[config.mk]
export PLATFORM = sky130hd
export DESIGN_NAME = or2_arbiter_flat
export DESIGN_NICKNAME = d
export VERILOG_FILES = /design/src/rtl/or2_arbiter_pkg.sv /design/src/rtl/or2_arbiter_if.sv /design/src/rtl/or2_arbiter_unit.sv /design/src/rtl/or2_arbiter.sv /design/src/flat_wrapper.sv
export SDC_FILE = /design/constraint.sdc
export NUM_CORES = 1
export LEC_CHECK = 0
export CAP_MARGIN = 20
export CORE_ASPECT_RATIO = 0.9
export CORE_MARGIN = 2
export CORE_UTILIZATION = 25
export DETAILED_ROUTE_END_ITERATION = 10
export HOLD_SLACK_MARGIN = 0.05
export MAX_ROUTING_LAYER = met4
export RECOVER_POWER = 100
export SYNTH_ARGS = -nofsm -noshare
export SYNTH_HDL_FRONTEND = slang
export SYNTH_HIERARCHICAL = 1
export SYNTH_SLANG_ARGS = --single-unit
[constraint.sdc]
create_clock -name clk -period 1.85 [get_ports clk]
set_input_delay 0.37 -clock clk [delete_from_list [all_inputs] [get_ports clk]]
set_output_delay 0.37 -clock clk [all_outputs]
set_load 0.02 [all_outputs]
[src/rtl/or2_arbiter_pkg.sv]
// or2_arbiter_pkg: shared FSM state encoding and default sizes for the OR arbiter slice
package or2_arbiter_pkg;
  typedef enum logic [1:0] {
    ST_IDLE = 2'd0,
    ST_EXEC = 2'd1,
    ST_DONE = 2'd2
  } state_t;
  localparam int DEF_NUM_REQ = 4;
  localparam int DEF_WIDTH = 8;
endpackage

[src/rtl/or2_arbiter_if.sv]
// or2_arbiter_if: client-side bus of the OR arbiter
// req/a_in/b_in: per-requester request and packed operands (client -> arbiter)
// gnt/result/done/busy: one-hot grant, OR result, completion pulse, busy flag (arbiter -> client)
interface or2_arbiter_if import or2_arbiter_pkg::*; #(
  parameter int NUM_REQ = DEF_NUM_REQ,
  parameter int WIDTH = DEF_WIDTH
);
  logic [NUM_REQ-1:0] req;
  logic [NUM_REQ*WIDTH-1:0] a_in;
  logic [NUM_REQ*WIDTH-1:0] b_in;
  logic [NUM_REQ-1:0] gnt;
  logic [WIDTH-1:0] result;
  logic [NUM_REQ-1:0] done;
  logic busy;
  modport master (output req, a_in, b_in, input gnt, result, done, busy);
  modport slave (input req, a_in, b_in, output gnt, result, done, busy);
endinterface

[src/rtl/or2_arbiter_unit.sv]
// or2_unit: registered OR datapath; y <= a | b when en, otherwise holds
// ports: clk, rst (async active-high), en, a, b, y
module or2_unit import or2_arbiter_pkg::*; #(
  parameter int WIDTH = DEF_WIDTH
) (
  input  logic clk,
  input  logic rst,
  input  logic en,
  input  logic [WIDTH-1:0] a,
  input  logic [WIDTH-1:0] b,
  output logic [WIDTH-1:0] y
);
  always_ff @(posedge clk or posedge rst)
    if (rst) y <= '0;
    else if (en) y <= a | b;
endmodule

[src/rtl/or2_arbiter.sv]
// or2_arbiter: round-robin arbiter sharing one registered OR unit among NUM_REQ requesters
// ports: clk, rst (async active-high), bus (or2_arbiter_if.slave: req/a_in/b_in in, gnt/result/done/busy out)
module or2_arbiter import or2_arbiter_pkg::*; #(
  parameter int NUM_REQ = DEF_NUM_REQ,
  parameter int WIDTH = DEF_WIDTH
) (
  input logic clk,
  input logic rst,
  or2_arbiter_if.slave bus
);
  localparam int PW = $clog2(NUM_REQ);
  state_t state;
  logic [NUM_REQ-1:0] gnt_q, done_q;
  logic busy_q;
  logic [PW-1:0] sel, last_ptr, nxt;
  logic [WIDTH-1:0] a_lat, b_lat, y;
  // Scan downward so the smallest offset after last_ptr is the one that sticks.
  function automatic logic [PW-1:0] rr_pick(input logic [NUM_REQ-1:0] r, input logic [PW-1:0] last);
    rr_pick = last;
    for (int i = NUM_REQ; i >= 1; i--)
      if (r[(int'(last) + i) % NUM_REQ]) rr_pick = PW'((int'(last) + i) % NUM_REQ);
  endfunction
  assign nxt = rr_pick(bus.req, last_ptr);
  or2_unit #(.WIDTH(WIDTH)) u_or (
    .clk(clk),
    .rst(rst),
    .en(state == ST_EXEC),
    .a(a_lat),
    .b(b_lat),
    .y(y)
  );
  assign bus.gnt = gnt_q;
  assign bus.done = done_q;
  assign bus.busy = busy_q;
  assign bus.result = y;
  always_ff @(posedge clk or posedge rst)
    if (rst) begin
      state <= ST_IDLE;
      gnt_q <= '0;
      done_q <= '0;
      busy_q <= 1'b0;
      sel <= '0;
      last_ptr <= PW'(NUM_REQ - 1);
      a_lat <= '0;
      b_lat <= '0;
    end else begin
      case (state)
        ST_IDLE:
          if (|bus.req) begin
            sel <= nxt;
            gnt_q <= NUM_REQ'(1) << nxt;
            a_lat <= bus.a_in[int'(nxt)*WIDTH +: WIDTH];
            b_lat <= bus.b_in[int'(nxt)*WIDTH +: WIDTH];
            busy_q <= 1'b1;
            state <= ST_EXEC;
          end
        ST_EXEC: begin
          done_q <= gnt_q;
          state <= ST_DONE;
        end
        ST_DONE: begin
          gnt_q <= '0;
          done_q <= '0;
          busy_q <= 1'b0;
          last_ptr <= sel;
          state <= ST_IDLE;
        end
        default: begin
          gnt_q <= '0;
          done_q <= '0;
          busy_q <= 1'b0;
          state <= ST_IDLE;
        end
      endcase
    end
endmodule

[src/flat_wrapper.sv]
// flat-port wrapper written by rule: the top's interface ports become plain ports
module or2_arbiter_flat import or2_arbiter_pkg::*;
#(
  parameter int NUM_REQ = DEF_NUM_REQ,
  parameter int WIDTH = DEF_WIDTH
)
  (clk, rst, bus_req, bus_a_in, bus_b_in, bus_gnt, bus_result, bus_done, bus_busy);
  or2_arbiter_if #(.NUM_REQ(NUM_REQ), .WIDTH(WIDTH)) bus_i ();
  input logic clk;
  input logic rst;
  input wire logic [$bits(bus_i.req)-1:0] bus_req;
  input wire logic [$bits(bus_i.a_in)-1:0] bus_a_in;
  input wire logic [$bits(bus_i.b_in)-1:0] bus_b_in;
  output wire logic [$bits(bus_i.gnt)-1:0] bus_gnt;
  output wire logic [$bits(bus_i.result)-1:0] bus_result;
  output wire logic [$bits(bus_i.done)-1:0] bus_done;
  output wire logic [$bits(bus_i.busy)-1:0] bus_busy;
  assign bus_i.req = bus_req;
  assign bus_i.a_in = bus_a_in;
  assign bus_i.b_in = bus_b_in;
  assign bus_gnt = bus_i.gnt;
  assign bus_result = bus_i.result;
  assign bus_done = bus_i.done;
  assign bus_busy = bus_i.busy;
  or2_arbiter #(.NUM_REQ(NUM_REQ), .WIDTH(WIDTH)) u_core (.clk(clk), .rst(rst), .bus(bus_i));
endmodule
==> results by group <==
Yosys
  – Fraction of registers with async set or reset after synthesis: 100%
  – Flop and latch count out of synthesis: 39
  – Gate Count Post-Synth: 225
  – Nets in the synthesized netlist: 295
  – Netlist area before placement: 2200 µm²
  – Top_reg_cell synth: dfrtp_1
  – Part of the Yosys area used for sequential elements: 44.5%
  – Count of synthesis-stage warnings from yosys: 6
  – Number of synthesized flops with an enable pin: 0
  – Synthesized area per cell: 9.76 µm²
  – Synth unique cells: 33

Final layout
  – Area of combinational cells with multiple inputs: 1350 µm²
  – Summed area of non-filler cells in the final layout: 3830 µm²
  – Post-route insts no fill: 448
  – Final core area utilization: 44.7%
  – Number of nets in the layout: 398
  – Diode insertion count for antenna repair: 0
  – Filler cells: 862
  – Layout area overhead: 74.3%
  – Fraction of layout cells with a size suffix above 1: 24.9%
  – Footprint of the flip-flops and latches: 978 µm²

Status
  – Run status: finished with violations
  – Failing checks: setup timing

Run
  – Max_cap viols: 0

STA
  – Max Transition Viols Final: 0
  – Relative slew margins: 46.4%
  – F_max: 533 MHz
  – Count of final hold-check violations: 0
  – Summed negative setup slack over all endpoints: -84.2 ps
  – Final worst path period need: 1870 ps
  – Slack of the critical path: -25.0 ps
  – Portion of the clock cycle consumed by the worst path in the final layout: 101%
  – Setup violation total in the final timing report: 4
  – Setup skew after layout: 5.63 ps
  – Slew at the pin with the worst max-slew slack: 803 ps
  – Unrepaired setup endpoints after global routing: true

Placed design
  – Weighted congestion at the end of routability-driven global placement: 0.846
  – IO buf count: 86
  – Estimated wirelength of the detail-placed design: 5.14 mm
  – Placement-stage worst setup slack: -450 ps
  – DP Cell Count: 437
  – Post-DP Area: 3440 µm²

Global routing
  – Initial antenna violation count: 0
  – Maximum number of pins on one net before global-route repair: 32
  – Overall global routing resource usage: 15.5%
  – First-pass GRT wire length: 11.0 mm
  – Overflow left after global routing: 0
  – Via count of the first global-routing pass: 2159

Worst setup path
  – Required time of the critical path: 2020 ps
  – Type of the worst setup path: flop to flop
  – Crit path launch type: flop
  – Highest net fanout along the worst path: 10
  – Kind of cell adding the most delay to the critical path: simple AND/OR/NAND/NOR gates
  – Highest-delay cell along the critical path: dfstp_2
  – Critical Path, Cell by Cell: or3b_4, and3_4, buf_12, a2111oi_4, a211oi_2
  – Worst setup EP type: flop
  – Data arrival, critical path: 2050 ps
  – Sum of buffers and inverters on the critical path: 1
  – Critical Path Max Stage Delay: 560 ps

Die
  – Io pins: 87
  – Std-Cell Rows: 32
  – Height of the die: 92.9 µm
  – Chip width: 103 µm
  – Full die area: 9560 µm²
  – Area of the placeable core: 8570 µm²
  – Starting density of the core: 25.6%

Clock tree
  – Clock input transition at the sequential cells of the worst setup and hold paths: 80 ps
  – Count of H-tree levels built during CTS: 2
  – Number of sinks handled by clock tree synthesis: 39
  – CTS Hold Buffers Added: 0
  – Clk Latency, worst-skew pair: 290 ps
  – CTS root buffer: clkbuf_8
  – Clock Path Buffers: 2
  – Number of clock buffers inserted by TritonCTS: 5
  – TritonCTS clock tree: built

Worst hold path
  – Type of the worst min-delay path: primary input to asynchronous set/reset pin

Route
  – Number of remaining DRC errors: 0
  – Vias per inst: 4.70
  – First-pass iteration count of the detailed router: 4
  – Detailed Route Iter0 Violations: 68
  – Number of antenna-violating nets in the routed design: 0
  – Via Count: 2105
  – WL per Instance: 15.9 µm
  – Wire length reported by the detailed router: 7.10 mm

Power and ir drop
  – Peak supply drop: 0.000692 V
  – Leakage component of the power: 1.51 nW
  – Switch share: 40.9%
  – Internal portion of total power: 3.54 mW
  – Switching power of the nets: 2.45 mW
  – Power per standard cell area: 1560 nW/µm²
  – Sequential share of power: 24.9%
  – Comb power frac: 61.0%
  – Relative contribution of the clock network to total power: 14.1%
==> area by class of cell <==
class                           count  area share (%)
Inverter                           20            1.96
Multi-Input combinational cell    148            35.2
Clock inverter                      2            1.57
Timing Repair Buffer              114            30.0
Tap cell                          119            3.89
Sequential cell                    39            25.5
Clock buffer                        6            1.89
==> cell families (layout without fill, tap and decap cells) <==
group                  after synthesis  in the layout  synth area share (%)
buffers and inverters               39            142                  9.34
muxes                               22             22                  10.1
and+or+nand+nor                     58             59                  11.6
DFF                                 39             39                  44.5
AOI/OAI and AO/OA                   67             67                  24.4
==> path summary, 6_finish.rpt <==
path	endpoint	startpoint	cells after the start	slack (ps)
min in group clk	u_core/sel[0]	u_core/sel[0]	2	500
max in group asynchronous	u_core/bus.done[1]	rst	3	560
setup reg to reg	u_core/b_lat[2]	u_core/last_ptr[0]	5	-20
setup / recovery	u_core/b_lat[2]	u_core/last_ptr[0]	5	-20
hold reg to reg	u_core/sel[0]	u_core/sel[0]	2	500
hold / removal	u_core/u_or/y[0]	rst	2	490
==> cell usage in the layout, fill, tap and decap left out, types with 2 or more instances in the layout <==
master           Yosys  layout
a211oi_2             0       5
a2111oi_2            9       3
a211oi_1            16      11
dlymetal6s2s_1       0       2
and3_4               0       2
mux2_2               2       2
a31oi_1             16      13
buf_6                4       5
bufinv_16            0       2
nand2_1              6       6
a22o_1               2       2
o21ai_2              1       3
buf_4                1      15
a2111oi_4            0      13
clkbuf_2             0       2
nor2_2               2       2
dfstp_2              2       2
dfrtp_1             37      37
clkbuf_1             6       2
nor2_1              38      38
nand2b_1             3       3
a21oi_1              6       7
o21ai_1              4       2
mux2i_2              0       4
mux2i_1             20      14
clkbuf_8             0       5
buf_12               1       5
nor2b_1              4       3
a31oi_2              0       3
o21ai_0              2       2
inv_1               19      19
clkdlybuf4s50_1      0      78
mux2i_4              0       2
dlygate4sd3_1        0       5
==> power by group through the flow <==
stage / Combinational [mW] / Sequential, mW / Clock [mW]
global route: 3.91 / 1.54 / 0.903
finish: 3.65 / 1.49 / 0.845
floorplan: 1.95 / 1.56 / 0
global placement: 3.08 / 1.50 / 0
CTS: 3.35 / 1.49 / 0.878
detailed placement: 3.13 / 1.51 / 0
==> stage by stage <==
step / hold slack (ps) / total power [mW]
floorplan: 186 / 3.51
global placement: 484 / 4.58
detailed placement: 482 / 4.63
CTS: 362 / 5.73
global route: 505 / 6.36
finish: 491 / 5.99
==> repair_timing <==
item,CTS,global route
endpoints found under the setup margin,17,17
cloned,1,0
pin swaps,5,2
gates resized for setup,25,28
buffers inserted,0,2
==> routing by layer <==
layer / routed length, µm / GRT usage [%]
met5: 0 / -
met4: 44 / 3.95
met3: 377 / 2.49
met2: 3500 / 25.1
met1: 3180 / 20.3
==> synth_stat cells (6+ instances only) <==
cell | count | share of area, %
nor2_1 | 38 | 6.5
dfrtp_1 | 37 | 42
mux2i_1 | 20 | 9.1
inv_1 | 19 | 3.2
a211oi_1 | 16 | 5.5
a31oi_1 | 16 | 4.6
a2111oi_2 | 9 | 6.2
a2111oi_0 | 7 | 2.8
buf_2 | 7 | 1.6
a21oi_1 | 6 | 1.4
clkbuf_1 | 6 | 1.0
nand2_1 | 6 | 1.0
==> registers in the layout, indices dropped and copies added (netlist names) <==
name and cells:
u_core/b_lat 8, u_core/u_or/y 8, u_core/last_ptr 2, u_core/bus.gnt 4, u_core/sel 2, u_core/a_lat 8, u_core/bus.done 4, u_core/bus.busy 1
u_core/state 2
Power figures use the tool's default switching activity.
